==> src/rtl/clock_div_pkg.sv <==
// Shared definitions for the slow-clock divider timebase.
package clock_div_pkg;

    localparam int unsigned COUNT_WIDTH  = 14;
    localparam int unsigned DEFAULT_HALF = 4999;        // 10 MHz -> 1 kHz
    localparam int unsigned BOARD_CLK_HZ = 10_000_000;

    typedef enum logic [1:0] {
        StStopped,
        StRunning,
        StStopping
    } divState_t;

endpackage

==> src/rtl/half_period_counter.sv <==
// Half-period counter: counts 0..limit, flags the last cycle as the boundary.
module half_period_counter #(
    parameter int unsigned WIDTH = clock_div_pkg::COUNT_WIDTH
) (
    input  logic             inClock,
    input  logic             clear,
    input  logic             enable,
    input  logic [WIDTH-1:0] limit,
    output logic [WIDTH-1:0] count,
    output logic             boundary
);

    assign boundary = enable && (count == limit);

    // Count up while enabled, wrapping to zero on the boundary cycle
    always_ff @(posedge inClock) begin
        if (clear) begin
            count <= '0;
        end else if (boundary) begin
            count <= '0;
        end else if (enable) begin
            count <= count + 1'b1;
        end
    end

endmodule

==> src/rtl/clock_divider_ctrl.sv <==
// Run-time controller for the divided square-wave timebase: start/stop FSM,
// ratio handshake and the registered outClock/tick outputs.
module clock_divider_ctrl #(
    parameter int unsigned COUNT_WIDTH  = clock_div_pkg::COUNT_WIDTH,
    parameter int unsigned DEFAULT_HALF = clock_div_pkg::DEFAULT_HALF
) (
    input  logic                   inClock,
    input  logic                   reset,
    input  logic                   enable,
    input  logic                   cfgValid,
    input  logic [COUNT_WIDTH-1:0] cfgHalf,
    output logic                   cfgReady,
    output logic                   outClock,
    output logic                   tick,
    output logic                   running
);

    import clock_div_pkg::*;

    divState_t              state;
    logic [COUNT_WIDTH-1:0] halfReg;
    logic [COUNT_WIDTH-1:0] pendReg;
    logic                   pendValid;
    logic [COUNT_WIDTH-1:0] count;
    logic                   boundary;
    logic                   cfgXfer;
    logic                   abortLow;
    logic                   toggle;
    logic                   goStop;
    logic                   counterClear;

    assign cfgReady = !pendValid;
    assign running  = (state != StStopped);

    half_period_counter #(
        .WIDTH (COUNT_WIDTH)
    ) uCounter (
        .inClock  (inClock),
        .clear    (counterClear),
        .enable   (running),
        .limit    (halfReg),
        .count    (count),
        .boundary (boundary)
    );

    // Decode stop conditions and whether this boundary really toggles
    always_comb begin
        cfgXfer      = cfgValid && !pendValid;
        // Disabled while low: park immediately, swallowing any boundary so no runt high
        abortLow     = (state == StRunning) && !enable && !outClock;
        toggle       = boundary && !abortLow;
        // A falling toggle with enable low ends the run in either active state
        goStop       = abortLow || (toggle && outClock && !enable);
        counterClear = reset || goStop || (state == StStopped);
    end

    // Controller FSM, config registers and registered clock outputs
    always_ff @(posedge inClock) begin
        if (reset) begin
            state     <= StStopped;
            outClock  <= 1'b0;
            tick      <= 1'b0;
            halfReg   <= COUNT_WIDTH'(DEFAULT_HALF);
            pendReg   <= '0;
            pendValid <= 1'b0;
        end else begin
            tick <= toggle;
            if (toggle) begin
                outClock <= ~outClock;
            end

            if (goStop) begin
                // Settle any outstanding ratio before parking
                if (cfgXfer) begin
                    halfReg <= cfgHalf;
                end else if (pendValid) begin
                    halfReg <= pendReg;
                end
                pendValid <= 1'b0;
            end else if (toggle && pendValid) begin
                halfReg   <= pendReg;
                pendValid <= 1'b0;
            end else if (cfgXfer) begin
                if (state == StStopped) begin
                    halfReg <= cfgHalf;
                end else begin
                    pendReg   <= cfgHalf;
                    pendValid <= 1'b1;
                end
            end

            unique case (state)
                StStopped: begin
                    if (enable) begin
                        state <= StRunning;
                    end
                end
                StRunning: begin
                    if (goStop) begin
                        state <= StStopped;
                    end else if (!enable) begin
                        state <= StStopping;
                    end
                end
                StStopping: begin
                    if (enable) begin
                        state <= StRunning;
                    end else if (goStop) begin
                        state <= StStopped;
                    end
                end
                default: state <= StStopped;
            endcase
        end
    end

endmodule

==> config.mk <==
export PLATFORM = sky130hd
export DESIGN_NAME = clock_divider_ctrl
export DESIGN_NICKNAME = d
export VERILOG_FILES = /design/src/rtl/clock_div_pkg.sv /design/src/rtl/half_period_counter.sv /design/src/rtl/clock_divider_ctrl.sv
export SDC_FILE = /design/constraint.sdc
export NUM_CORES = 1
export LEC_CHECK = 0
export ABC_AREA = 1
export BUFFER_PORTS_ARGS = -buffer_cell sky130_fd_sc_hd__buf_2
export CORE_ASPECT_RATIO = 1.1
export CORE_MARGIN = 3
export CORE_UTILIZATION = 30
export CTS_CLUSTER_DIAMETER = 40
export DETAILED_ROUTE_END_ITERATION = 10
export MAX_ROUTING_LAYER = met4
export PLACE_DENSITY = 0.43
export SYNTH_ARGS = -nofsm -noshare
export SYNTH_HDL_FRONTEND = slang
export SYNTH_HIERARCHICAL = 1
export SYNTH_SLANG_ARGS = --single-unit
==> constraint.sdc <==
create_clock -name inClock -period 3 [get_ports inClock]
set_input_delay 0.3 -clock inClock [delete_from_list [all_inputs] [get_ports inClock]]
set_output_delay 0.3 -clock inClock [all_outputs]
set_load 0.02 [all_outputs]
After elaboration in Yosys (flattened, before gate mapping)
Index checks and enable logic that the tools add are counted.

Register bits: 47. Output and inout port bits: 4.

Muxes and demuxes: 12. Eq/ne operators: 7. $add $sub $neg: 1. Reduce and logical (&&, ||, !) cells: 25. Bitwise operators: 4.

Operator list (count): two-way mux 14 bit (6); adder 14 x 1 -> 14 bit, second input constant (1); equality test 14 bit (1); two-way mux 2 bit (5); inequality test 3 bit, second input constant (3); logical AND 1 bit (8); one-hot mux 2 bit (3 select lines) (1); AND reduction 3 bit (2); nonzero test 3 bit (2); zero test 1 bit (4); inverter 1 bit (4); AND reduction 4 bit (1); logical OR 1 bit (3); OR reduction 3 bit (1); equality test 2 x 1 -> 1 bit, second input constant (1); equality test 2 bit, second input constant (1); zero test 2 bit (1); inequality test 2 bit, second input constant (1); AND reduction 2 bit (1); nonzero test 2 bit (1); OR reduction 2 bit (1).

Depth between registers and ports, before layout
Depth after elaboration: 11. Mapped depth: 20. Mapped depth without buffers: 18.

Modules after synthesis
Netlist, hierarchy kept.

Modules (own cells, without submodules): clock_divider_ctrl (times used 1, cells an instance 317, area an instance 1950.6 um^2, sequential area each 660.6 um^2); half_period_counter (times used 1, cells an instance 167, area an instance 1003.5 um^2, sequential area each 280.3 um^2).

Least setup slack after synthesis
OpenSTA, ideal clock, no wires.

Path kind: flip-flop to flip-flop. Start: reg state[1]. End: reg uCounter.count[0]. Setup time: 0.117 ns. Cell stages (with the launch flop): 21. Arrival time: 2.194 ns. Clock period less this slack: 2.311 ns. Data required time: 2.883 ns. Path slack: 0.689 ns. Path through: dfxtp_1 -> inv_1 -> nand2_1 -> buf_4 -> nand2_1 -> nor2_1 -> nand2_1 -> nor2_1 -> nand2_2 -> inv_1 -> nand2_1 -> inv_2 -> nand2_1 -> nand2_2 -> inv_1 -> buf_4 -> nand3_1 -> inv_1 -> nand2_4 -> buf_12 -> nor2_2.

Elaborated cells between the ends (all ways): 14.

RTL lines: start, declared (line clock_divider_ctrl.sv:20) `divState_t state;`; start signal, assigned (line clock_divider_ctrl.sv:60) `state <= StStopped;`; start signal, assigned (line clock_divider_ctrl.sv:95) `state <= StRunning;`; start signal, assigned (line clock_divider_ctrl.sv:100) `state <= StStopped;`; nonzero test 2 bit (line clock_divider_ctrl.sv:33) `assign running = (state != StStopped);`; net running (line clock_divider_ctrl.sv:15) `output logic running`; logical AND 1 bit (line half_period_counter.sv:13) `assign boundary = enable && (count == limit);`; net boundary (line clock_divider_ctrl.sv:25) `logic boundary;`; logical AND 1 bit (line clock_divider_ctrl.sv:51) `toggle = boundary && !abortLow;`; logical AND 1 bit (2 in a row) (line clock_divider_ctrl.sv:53) `goStop = abortLow || (toggle && outClock && !enable);`; logical OR 1 bit (line clock_divider_ctrl.sv:53); logical OR 1 bit (2 in a row) (line clock_divider_ctrl.sv:54) `counterClear = reset || goStop || (state == StStopped);`; net counterClear (line clock_divider_ctrl.sv:30) `logic counterClear;`; OR reduction 2 bit (no line); end signal, assigned (line half_period_counter.sv:22) `count <= count + 1'b1;`; end, declared (line half_period_counter.sv:9) `output logic [WIDTH-1:0] count,`.

The timed path passes the listed nets, and every way through them passes these cells. A chain may end at the register's enable or synchronous reset.

Worst setup path after layout
Start: reg uCounter.count[0]. End: reg halfReg[0].

Longest elaborated chain between the ends: 8. Elaborated cells between the ends (all ways): 13.

Ends and longest elaborated chain: equality test 14 bit (*) (line half_period_counter.sv:13); logical AND 1 bit (*) (line half_period_counter.sv:13); net boundary (line clock_divider_ctrl.sv:25); logical AND 1 bit (*) (line clock_divider_ctrl.sv:51); logical AND 1 bit (2 in a row) (line clock_divider_ctrl.sv:53); logical OR 1 bit (line clock_divider_ctrl.sv:53); inequality test 3 bit (no line) / nonzero test 3 bit (equally long branches); AND reduction 3 bit (no line); end signal, assigned (line clock_divider_ctrl.sv:63) `halfReg <= COUNT_WIDTH'(DEFAULT_HALF);`; end signal, assigned (line clock_divider_ctrl.sv:75) `halfReg <= cfgHalf;`; end signal, assigned (line clock_divider_ctrl.sv:77) `halfReg <= pendReg;`; end, declared (line clock_divider_ctrl.sv:21) `logic [COUNT_WIDTH-1:0] halfReg;`.

Mark *: on every way through the listed nets, which the timed path passes. The rest lies on a longest branch.

==> flow_summary.ini <==
[die]
io_pins = 22
core_area_sq_mm = 0.00949
start_util_pct = 31.1
die_w_microns = 101
rows = 37
dieArea_sq_mm = 0.0111
die_y_microns = 110

[clock_tree]
post_cts_buffers = 0
hold_buffers = 0
h-tree-depth = 2
clk_pin_slew_worst_paths_ns = 0.09
cts_resized = 0
clkLatencyLatePin_ns = 0.30
clockBufferDepth = 2
cts_tree = yes
root_buffer = clkbuf_8
cts_made_buffers = 5
clock-sinks = 47

[sta]
max_freq_ghz = 0.423
maxSlewViolCount = 0
fin_crit_ns = 2.37
finalCritPeriodShare_pct = 78.9
finalSetupViolations = 0
rsz0062_at_grt = false
tns_ns = 0
timing_hold_violations_final = 0
worst_pin_slew_ns = 0.552
slew_headroom_pct = 63.2
finalClockSkew_ns = 0.0116

[drt]
top_layer = met4
via_per_inst = 4.45
vias = 2738
drt-total-wl_microns = 7340
drt_iter0_drc = 88
drc = 0
wl_met2_microns = 3530
wl_met3_microns = 199
first_pass_iters = 4
wl_met1_microns = 3550
post_drt_wl_per_cell_microns = 11.9
ant_nets = 0

[placed_design]
dp_cells = 607
place_congestion = 0.787
dpl.hpwl_microns = 5420
numPortBuffers = 21

[setup_path]
worstPathRequired_ns = 3.25
arrival_ns = 2.62
cp-start-kind = register
crit_type = reg2reg
critPathMaxFanout = 31
worstSetupEndpointType = register

[power_and_ir_drop]
power.density_mw_per_mm2 = 406
p_leak_nw = 1.52
power_w = 0.00129
vdd_drop_max_mv = 0.168

[synthesis]
synthTopCellsByArea = dfxtp_1 32%, nand2_1 21%, nor2_1 8.4%
ys_types = 27
synth_top_area_share_pct = 31.9
ys_seq_elements = 47
syn-num-nets = 503
ys.warnings.count = 6
ys_seq_area_share_pct = 31.9
synth_area_sq_mm = 0.00295
synth_cells = 484
avgSynthCellArea_sq_um = 6.10
yosys.area.top_type = dfxtp_1

[finish]
layout-drive-gt1-share_pct = 13.5
nets = 516
seqCellArea_sq_um = 941
most-common-layout-cells = 164 x nand2_1, 66 x nor2_1, 64 x inv_1
area_growth_pct = 7.29
num_antenna_cells = 0
multi_input_area_sq_mm = 0.00159
fill_cells = 1063
final_common_cell = nand2_1
final_cell_count_no_fill = 615

[run]
max_cap_violations = 0

[global_routing]
antenna_found_initial = 0
grt-ovfl-total = 0
first_global_vias = 2571
grt_pass1_wl_microns = 12600
grt_max_degree = 32
grtUsageTotal_pct = 14.8

[status]
status = finished, final reports clean

[hold_path]
hold_class = in2reg
critical path, stage by stage (launching register included):
cell and delay [ns]:
dfxtp_1 0.47, inv_1 0.07, nand2_1 0.06, nand2_1 0.05
nor2_1 0.08, nand2_1 0.05, nor2_1 0.11, nand2_2 0.09
inv_1 0.08, buf_4 0.17, nand3_4 0.33, nand2_4 0.27
nand2_4 0.14, inv_1 0.19, nand2_1 0.09, nand2_1 0.06
where the power goes:
part           total [W]  switching (W)  internal [W]
sequential      0.000682      0.0000255      0.000656
clock           0.000384       0.000220      0.000164
combinational   0.000220       0.000144     0.0000764
registers in the layout (all words and copies together), names as in the netlist:
signal          flops
uCounter/count     14
pendReg            14
tick                1
state               2
halfReg            14
pendValid           1
outClock            1
Yosys cell counts:
master    number
buf_4          3
nand2_4        3
clkbuf_1       1
dfxtp_1       47
nand2_2        5
buf_1          1
buf_2         11
a21oi_1       16
nor2_1        66
o21ai_0       17
a21oi_2        1
xor2_1         9
buf_6          2
ha_1           1
nand4_1       17
nor3_1         4
inv_2          6
buf_12         2
xnor2_1        2
buf_8          1
nor2_2        17
nand2_1      164
nand3_4        1
o2111a_1       1
nand3_2        1
inv_1         64
nand3_1       21
metal layers:
metal	track usage, %	vias up
li1	-	1499
met5	-	-
met3	2.27	6
met1	18.7	1197
met2	24.9	36
met4	3.18	0
final timing paths:
path / startpoint / end / slack, ns / depth (start not counted)
worst min-delay path: enable / state[1] / 0.18 / 2
worst max-delay path: uCounter/count[0] / halfReg[0] / 0.63 / 15
worst max register to register: uCounter/count[0] / halfReg[0] / 0.63 / 15
worst min register to register: pendReg[4] / pendReg[4] / 0.49 / 2
metrics by stage:
stage	util [%]	hold WS (ns)	setup slack, ns	cell area [sq um]
2_1_floorplan	-	0.379	0.689	2950
3_3_place_gp	32.5	0.471	0.625	3090
3_5_place_dp	32.5	0.477	0.621	3090
4_1_cts	33.4	0.170	0.605	3170
5_1_grt	33.4	0.183	0.318	3170
6_report	33.4	0.181	0.634	3170
logic make-up after synthesis:
logic type | share of synthesized area [%]
AOI/OAI and AO/OA | 6.27
xor gates and xnor gates | 3.26
adders and majority gates | 0.423
buffers and inverters | 14.4
DFF | 31.9
and+or+nand+nor | 43.8
layout make-up:
type | count | share of cell area [%]
Clock buffer | 7 | 2.41
Clock inverter | 1 | 0.158
Inverter | 70 | 8.29
Multi-Input combinational cell | 346 | 50.1
Sequential cell | 47 | 29.7
Tap cell | 117 | 4.62
Timing Repair Buffer | 27 | 4.74
Note: power is estimated with default switching activity, not from simulation.
